==> config.mk <==
export PLATFORM = sky130hd
export DESIGN_NAME = sdram_arbiter
export DESIGN_NICKNAME = d
export VERILOG_FILES = /design/src/rtl/sdram_arbiter.sv
export SDC_FILE = /design/constraint.sdc
export NUM_CORES = 1
export LEC_CHECK = 0
export BUFFER_PORTS_ARGS = -buffer_cell sky130_fd_sc_hd__buf_2
export CAP_MARGIN = 0
export CORE_UTILIZATION = 47
export CTS_CLUSTER_SIZE = 24
export DETAILED_ROUTE_END_ITERATION = 8
export PLACE_DENSITY = 0.91
export SYNTH_ARGS = -nofsm -noshare
export SYNTH_HDL_FRONTEND = slang
export SYNTH_SLANG_ARGS = --single-unit
export TNS_END_PERCENT = 20
==> constraint.sdc <==
create_clock -name clk -period 2.4 [get_ports clk]
set_input_delay 0.48 -clock clk [delete_from_list [all_inputs] [get_ports clk]]
set_output_delay 0.48 -clock clk [all_outputs]
set_load 0.005 [all_outputs]
==> src/rtl/sdram_arbiter.sv <==
// Owns the SDRAM function module call/done interface: INIT after reset, periodic
// REFRESH, and round-robin READ/WRITE service for two bus masters.
module sdram_arbiter #(
  parameter logic [15:0] REFRESH_CYCLES = 16'd1500,
  parameter int          ADDR_W         = 25
) (
  input  logic              clk,
  input  logic              rst_n,
  input  logic              m0_req_i,
  input  logic              m0_we_i,
  input  logic [3:0]        m0_sel_i,
  input  logic [ADDR_W-1:0] m0_addr_i,
  input  logic [31:0]       m0_data_i,
  output logic [31:0]       m0_data_o,
  output logic              m0_ack_o,
  input  logic              m1_req_i,
  input  logic              m1_we_i,
  input  logic [3:0]        m1_sel_i,
  input  logic [ADDR_W-1:0] m1_addr_i,
  input  logic [31:0]       m1_data_i,
  output logic [31:0]       m1_data_o,
  output logic              m1_ack_o,
  output logic [3:0]        call_o,
  input  logic              done_i,
  output logic [3:0]        sel_o,
  output logic [ADDR_W-1:0] addr_o,
  output logic [31:0]       wdata_o,
  input  logic [31:0]       rdata_i,
  output logic              ready_o
);

  localparam logic [2:0] S_INIT = 3'd0;
  localparam logic [2:0] S_IDLE = 3'd1;
  localparam logic [2:0] S_REF  = 3'd2;
  localparam logic [2:0] S_ACC  = 3'd3;
  localparam logic [2:0] S_GAP  = 3'd4;

  localparam logic [3:0] CALL_NONE    = 4'b0000;
  localparam logic [3:0] CALL_INIT    = 4'b0001;
  localparam logic [3:0] CALL_REFRESH = 4'b0010;
  localparam logic [3:0] CALL_READ    = 4'b0100;
  localparam logic [3:0] CALL_WRITE   = 4'b1000;

  logic [2:0]  state_reg;
  logic [15:0] ref_cnt_reg;
  logic        ref_pending_reg;
  logic        last_grant_reg;   // 0 = m0, 1 = m1
  logic        owner_reg;        // master owning the access in flight
  logic        req_any;
  logic        grant_m1;
  logic        ref_issue;
  logic        ref_expire;

  assign req_any    = m0_req_i | m1_req_i;
  assign grant_m1   = (m0_req_i && m1_req_i) ? ~last_grant_reg : m1_req_i;
  assign ref_issue  = (state_reg == S_IDLE) && ref_pending_reg;
  assign ref_expire = ready_o && (ref_cnt_reg == REFRESH_CYCLES - 16'd1);

  // Pending flag is sticky; a clear on issue takes precedence over a coincident expiry.
  always_ff @(posedge clk or negedge rst_n) begin
    if (!rst_n) begin
      ref_cnt_reg     <= 16'd0;
      ref_pending_reg <= 1'b0;
    end else begin
      if (!ready_o || ref_expire) begin
        ref_cnt_reg <= 16'd0;
      end else begin
        ref_cnt_reg <= ref_cnt_reg + 16'd1;
      end

      if (ref_issue) begin
        ref_pending_reg <= 1'b0;
      end else if (ref_expire) begin
        ref_pending_reg <= 1'b1;
      end
    end
  end

  always_ff @(posedge clk or negedge rst_n) begin
    if (!rst_n) begin
      state_reg      <= S_INIT;
      call_o         <= CALL_NONE;
      sel_o          <= 4'h0;
      addr_o         <= '0;
      wdata_o        <= 32'h0;
      m0_ack_o       <= 1'b0;
      m1_ack_o       <= 1'b0;
      m0_data_o      <= 32'h0;
      m1_data_o      <= 32'h0;
      ready_o        <= 1'b0;
      last_grant_reg <= 1'b1;
      owner_reg      <= 1'b0;
    end else begin
      m0_ack_o <= 1'b0;
      m1_ack_o <= 1'b0;

      case (state_reg)
        S_INIT: begin
          if (call_o == CALL_NONE) begin
            call_o <= CALL_INIT;
          end else if (done_i) begin
            call_o    <= CALL_NONE;
            ready_o   <= 1'b1;
            state_reg <= S_GAP;
          end
        end

        S_IDLE: begin
          if (ref_pending_reg) begin
            call_o    <= CALL_REFRESH;
            sel_o     <= 4'h0;
            state_reg <= S_REF;
          end else if (req_any) begin
            owner_reg      <= grant_m1;
            last_grant_reg <= grant_m1;
            state_reg      <= S_ACC;
            if (grant_m1) begin
              sel_o   <= m1_sel_i;
              addr_o  <= m1_addr_i;
              wdata_o <= m1_data_i;
              call_o  <= m1_we_i ? CALL_WRITE : CALL_READ;
            end else begin
              sel_o   <= m0_sel_i;
              addr_o  <= m0_addr_i;
              wdata_o <= m0_data_i;
              call_o  <= m0_we_i ? CALL_WRITE : CALL_READ;
            end
          end
        end

        S_REF: begin
          if (done_i) begin
            call_o    <= CALL_NONE;
            state_reg <= S_GAP;
          end
        end

        S_ACC: begin
          if (done_i) begin
            call_o    <= CALL_NONE;
            state_reg <= S_GAP;
            if (owner_reg) begin
              m1_ack_o <= 1'b1;
              if (call_o == CALL_READ) m1_data_o <= rdata_i;
            end else begin
              m0_ack_o <= 1'b1;
              if (call_o == CALL_READ) m0_data_o <= rdata_i;
            end
          end
        end

        S_GAP: begin
          state_reg <= S_IDLE;
        end

        default: begin
          call_o    <= CALL_NONE;
          state_reg <= S_IDLE;
        end
      endcase
    end
  end

endmodule

==> metrics.md <==
| Metric | Value |
|---|---|
| Status | completed |
| Routability cong. | 0.7834 |
| Multiplexer area fraction after synthesis | 20.66% |
| Initial DRC count | 208 |
| R2r setup slk | 0.40 ns |
| Min Tclk post-route | 1.996 ns |
| Pre-antenna DRT Iters | 4 |
| Hold Path Class | input port to async pin |
| CTS resizes | 0 |
| Initial core utilization | 48.85% |
| Unrepaired setup endpoints after global routing | false |
| Final Instance Area | 0.008835 mm^2 |
| First-pass GRT wire length | 25500 um |
| Largest regs | m0_data_o: 32 flops, m1_data_o: 32 flops, wdata_o: 32 flops |
| Worst-Margin Slew | 0.5449 ns |
| Core Area | 0.01340 mm^2 |
| Maxcap violations | 0 |
| Layout cells sized above 1 | 48.22% |
| Synth unique cells | 45 |
| Final Util | 65.93% |
| WP buf/inv | 0 |
| Nets | 991 |
| IO buf count | 292 |
| Flop pwr share | 41.5% |
| H-tree depth | 4 |
| Cts hold-fix bufs | 0 |
| CP peak stage delay | 0.53 ns |
| Number of global-route vias before repair | 5122 |
| Static leakage | 4.753 nW |
| Via count | 5190 |
| TritonCTS buffer count | 17 |
| Compound-gate portion of the synthesized area | 6.632% |
| Simple-gate share of the synthesized area | 9.289% |
| Post-synth top flop | dfrtp_1 |
| Root buf cell | clkbuf_16 |
| Sequential fraction of the synthesis area | 58.89% |
| Warnings, synthesis | 0 |
| Clk Latency, worst-skew pair | 0.42 ns |
| Placed cell area | 0.008223 mm^2 |
| Final Max Tran Viols | 0 |
| Data required, critical path | 2.69 ns |
| Launching point of the worst reg2reg path | ref_cnt_reg[0]$_DFF_PN0_ |
| Clock Pin Slew Worst Setup and Hold Paths | 0.06 ns |
| CP endpoint kind | flip-flop |
| Xor and xnor area share after synthesis | 1.739% |
| Avg Cell Area, Syn | 12.19 um^2 |
| Post-synth EDFFs | 0 |
| Hpwl dp | 12040 um |
| Post-Route WL | 15950 um |
| Final Hold Fails | 0 |
| Setup_tns | 0 ns |
| Top post-synthesis cells by area | dfrtp_1, mux2_2, mux2i_1 |
| Worst r2r path cells | 5 |
| I/O pin cnt | 293 |
| Die height | 120.0 um |
| Critical-path top delay cell | or4_4 |
| Row cnt | 42 |
| CTS tree | yes |
| NetSw | 0.003372 W |
| Clock Path Buffers | 2 |
| Main combinational cell family by area after synthesis | multiplexers |
| GRT Overall Usage | 23.10% |
| Fmax | 501.0 MHz |
| Syn_nets | 699 |
| Worst Hold Slack | 0.01471 ns |
| Routed len/inst | 15.65 um |
| Mapped Area | 0.006546 mm^2 |
| Seq cells post-synth | 154 |
| Crit path arrival time | 2.29 ns |
| Power density over the cells | 1173 mW/mm^2 |
| Fin crit share | 83.17% |
| Int Pwr | 0.006988 W |
| Die Wd | 120.0 um |
| Comb power frac | 32.0% |
| DRC Markers | 0 |
| Synth area leader | dfrtp_1 |
| Adder-cell share of the synthesized area | 0.1911% |
| Grt ovf | 0 |
| Async set-reset flop share out of synthesis | 100.0% |
| Area grow syn2layout | 34.96% |
| Switching share of power | 32.55% |
| Worst-case clock skew | 0.009624 ns |
| Crit path kind | flip-flop to flip-flop |
| Via/cell ratio | 5.093 |
| Clock power share | 26.5% |
| Rel. slew slack | 63.68% |
| Delay-heaviest family, CP | simple AND/OR/NAND/NOR gates |
| Setup-failing EPs final | 0 |
| CTS sink count | 154 |
| Crit path cell chain | ha_1 -> or3b_2 -> or4_4 -> nand2_4 -> nor2_1 |
| Die ar. | 0.01440 mm^2 |
| Initial antenna violation count | 1 |
| DRT antenna net count | 0 |
| Largest net degree at the start of global routing | 106 |
| Reg-to-reg endpoint | ref_cnt_reg[5]$_DFF_PN0_ |
| VDD IR max | 0.0004999 V |
| Worst-path maximum fanout | 15 |
| Cells after synthesis | 537 |
| Post-CTS Setup Inserts | 0 |
| Synth top area share | 58.49% |
| Worst setup SP type | flip-flop |
## cells in the mapped netlist, drive strengths merged (2+ instances only)
| cell | count |
|---|---|
| nand2 | 71 |
| mux2i | 62 |
| nor3 | 9 |
| nor2 | 19 |
| nor4 | 4 |
| nor3b | 2 |
| dfrtp | 153 |
| xor2 | 3 |
| clkbuf | 13 |
| xnor2 | 10 |
| or4 | 3 |
| nand2b | 4 |
| nand3 | 6 |
| inv | 6 |
| mux2 | 65 |
| and3 | 2 |
| buf | 15 |
| a21oi | 7 |
| nand4 | 3 |
| o21ai | 66 |
## power groups by stage
stage,registers (W),logic [W],clock network [W]
after global routing,0.00443,0.00368,0.00293
after global placement,0.00426,0.00320,0
after detailed placement,0.00432,0.00335,0
final,0.00430,0.00331,0.00275
after CTS,0.00429,0.00335,0.00280
after floorplan,0.00433,0.00167,0
## cell type report
cell class                      instances  area, um^2
Antenna cell                            1       2.502
Clock inverter                         11       158.9
Fill cell                             983        4566
Clock buffer                           21       450.4
Timing Repair Buffer                  301        1585
Tap cell                              176       220.2
Sequential cell                       154        3855
Multi-Input combinational cell        349        2540
Inverter                                6       22.52
## placed cells by master (no fill, tap or decap), types with 2 or more instances in the layout
master,Yosys,layout
buf_2,11,291
dfrtp_1,153,153
nand2_1,70,70
mux2_2,64,64
o21ai_0,62,62
mux2i_1,62,62
nor2_1,17,17
clkbuf_16,0,17
xnor2_1,10,10
nor3_1,9,9
a21oi_1,7,7
inv_1,6,6
nand3_1,5,5
buf_4,3,5
nor4_1,4,4
nand2b_1,4,4
buf_12,1,4
nand4_1,3,3
xor2_1,3,3
o21ai_1,3,3
bufinv_16,0,3
clkbuf_1,12,3
or4_4,2,2
nor2_2,2,2
nor3b_1,2,2
inv_8,0,2
inv_6,0,2
clkinvlp_4,0,2
## per-stage QoR
stage               worst slack (ns)  std cells  total power (W)
finish                        0.4039       1019          0.01036
global route                  0.2987       1018          0.01104
CTS                           0.4078       1018          0.01045
detailed placement            0.4258        986         0.007665
global placement              0.4754        986         0.007456
floorplan                     0.4913        537         0.005999
## cell families (layout without fill, tap and decap cells)
logic type               count (synthesis)  in the layout
XOR/XNOR                                13             13
buffers and inverters                   34            339
multiplexers                           127            127
adder cells (fa/ha/maj)                  1              1
flip-flops                             154            154
other                                    0              1
AND/OR/NAND/NOR                        127            127
AO/OA/AOI/OAI                           81             81
## how the worst max path moves through the flow
stage	startpoint	to	cells after the start
floorplan	ref_cnt_reg[0]$_DFF_PN0_	ref_cnt_reg[10]$_DFF_PN0_	6
global placement	ref_cnt_reg[0]$_DFF_PN0_	ref_cnt_reg[8]$_DFF_PN0_	5
detailed placement	ref_cnt_reg[0]$_DFF_PN0_	ref_cnt_reg[5]$_DFF_PN0_	5
CTS	ref_cnt_reg[0]$_DFF_PN0_	ref_cnt_reg[5]$_DFF_PN0_	5
global route	ref_cnt_reg[0]$_DFF_PN0_	ref_cnt_reg[9]$_DFF_PN0_	5
finish	ref_cnt_reg[0]$_DFF_PN0_	ref_cnt_reg[5]$_DFF_PN0_	5
## worst reg2reg max path: cells and delay by family, from the launching register on
family | cells | cell delay, ns
AND/OR/NAND/NOR | 4 | 1.26
flip-flops | 1 | 0.39
adder cells (fa/ha/maj) | 1 | 0.24
## per-layer routing
| layer | vias to the layer above | GRT usage [%] | routed length [um] |
|---|---|---|---|
| li1 | 2469 | - | - |
| met1 | 2473 | 25.10 | 6057 |
| met2 | 225 | 42.24 | 8446 |
| met3 | 23 | 6.702 | 1167 |
| met4 | 0 | 8.438 | 276 |
| met5 | - | 0 | 0 |
(Power assumes the default switching activity.)
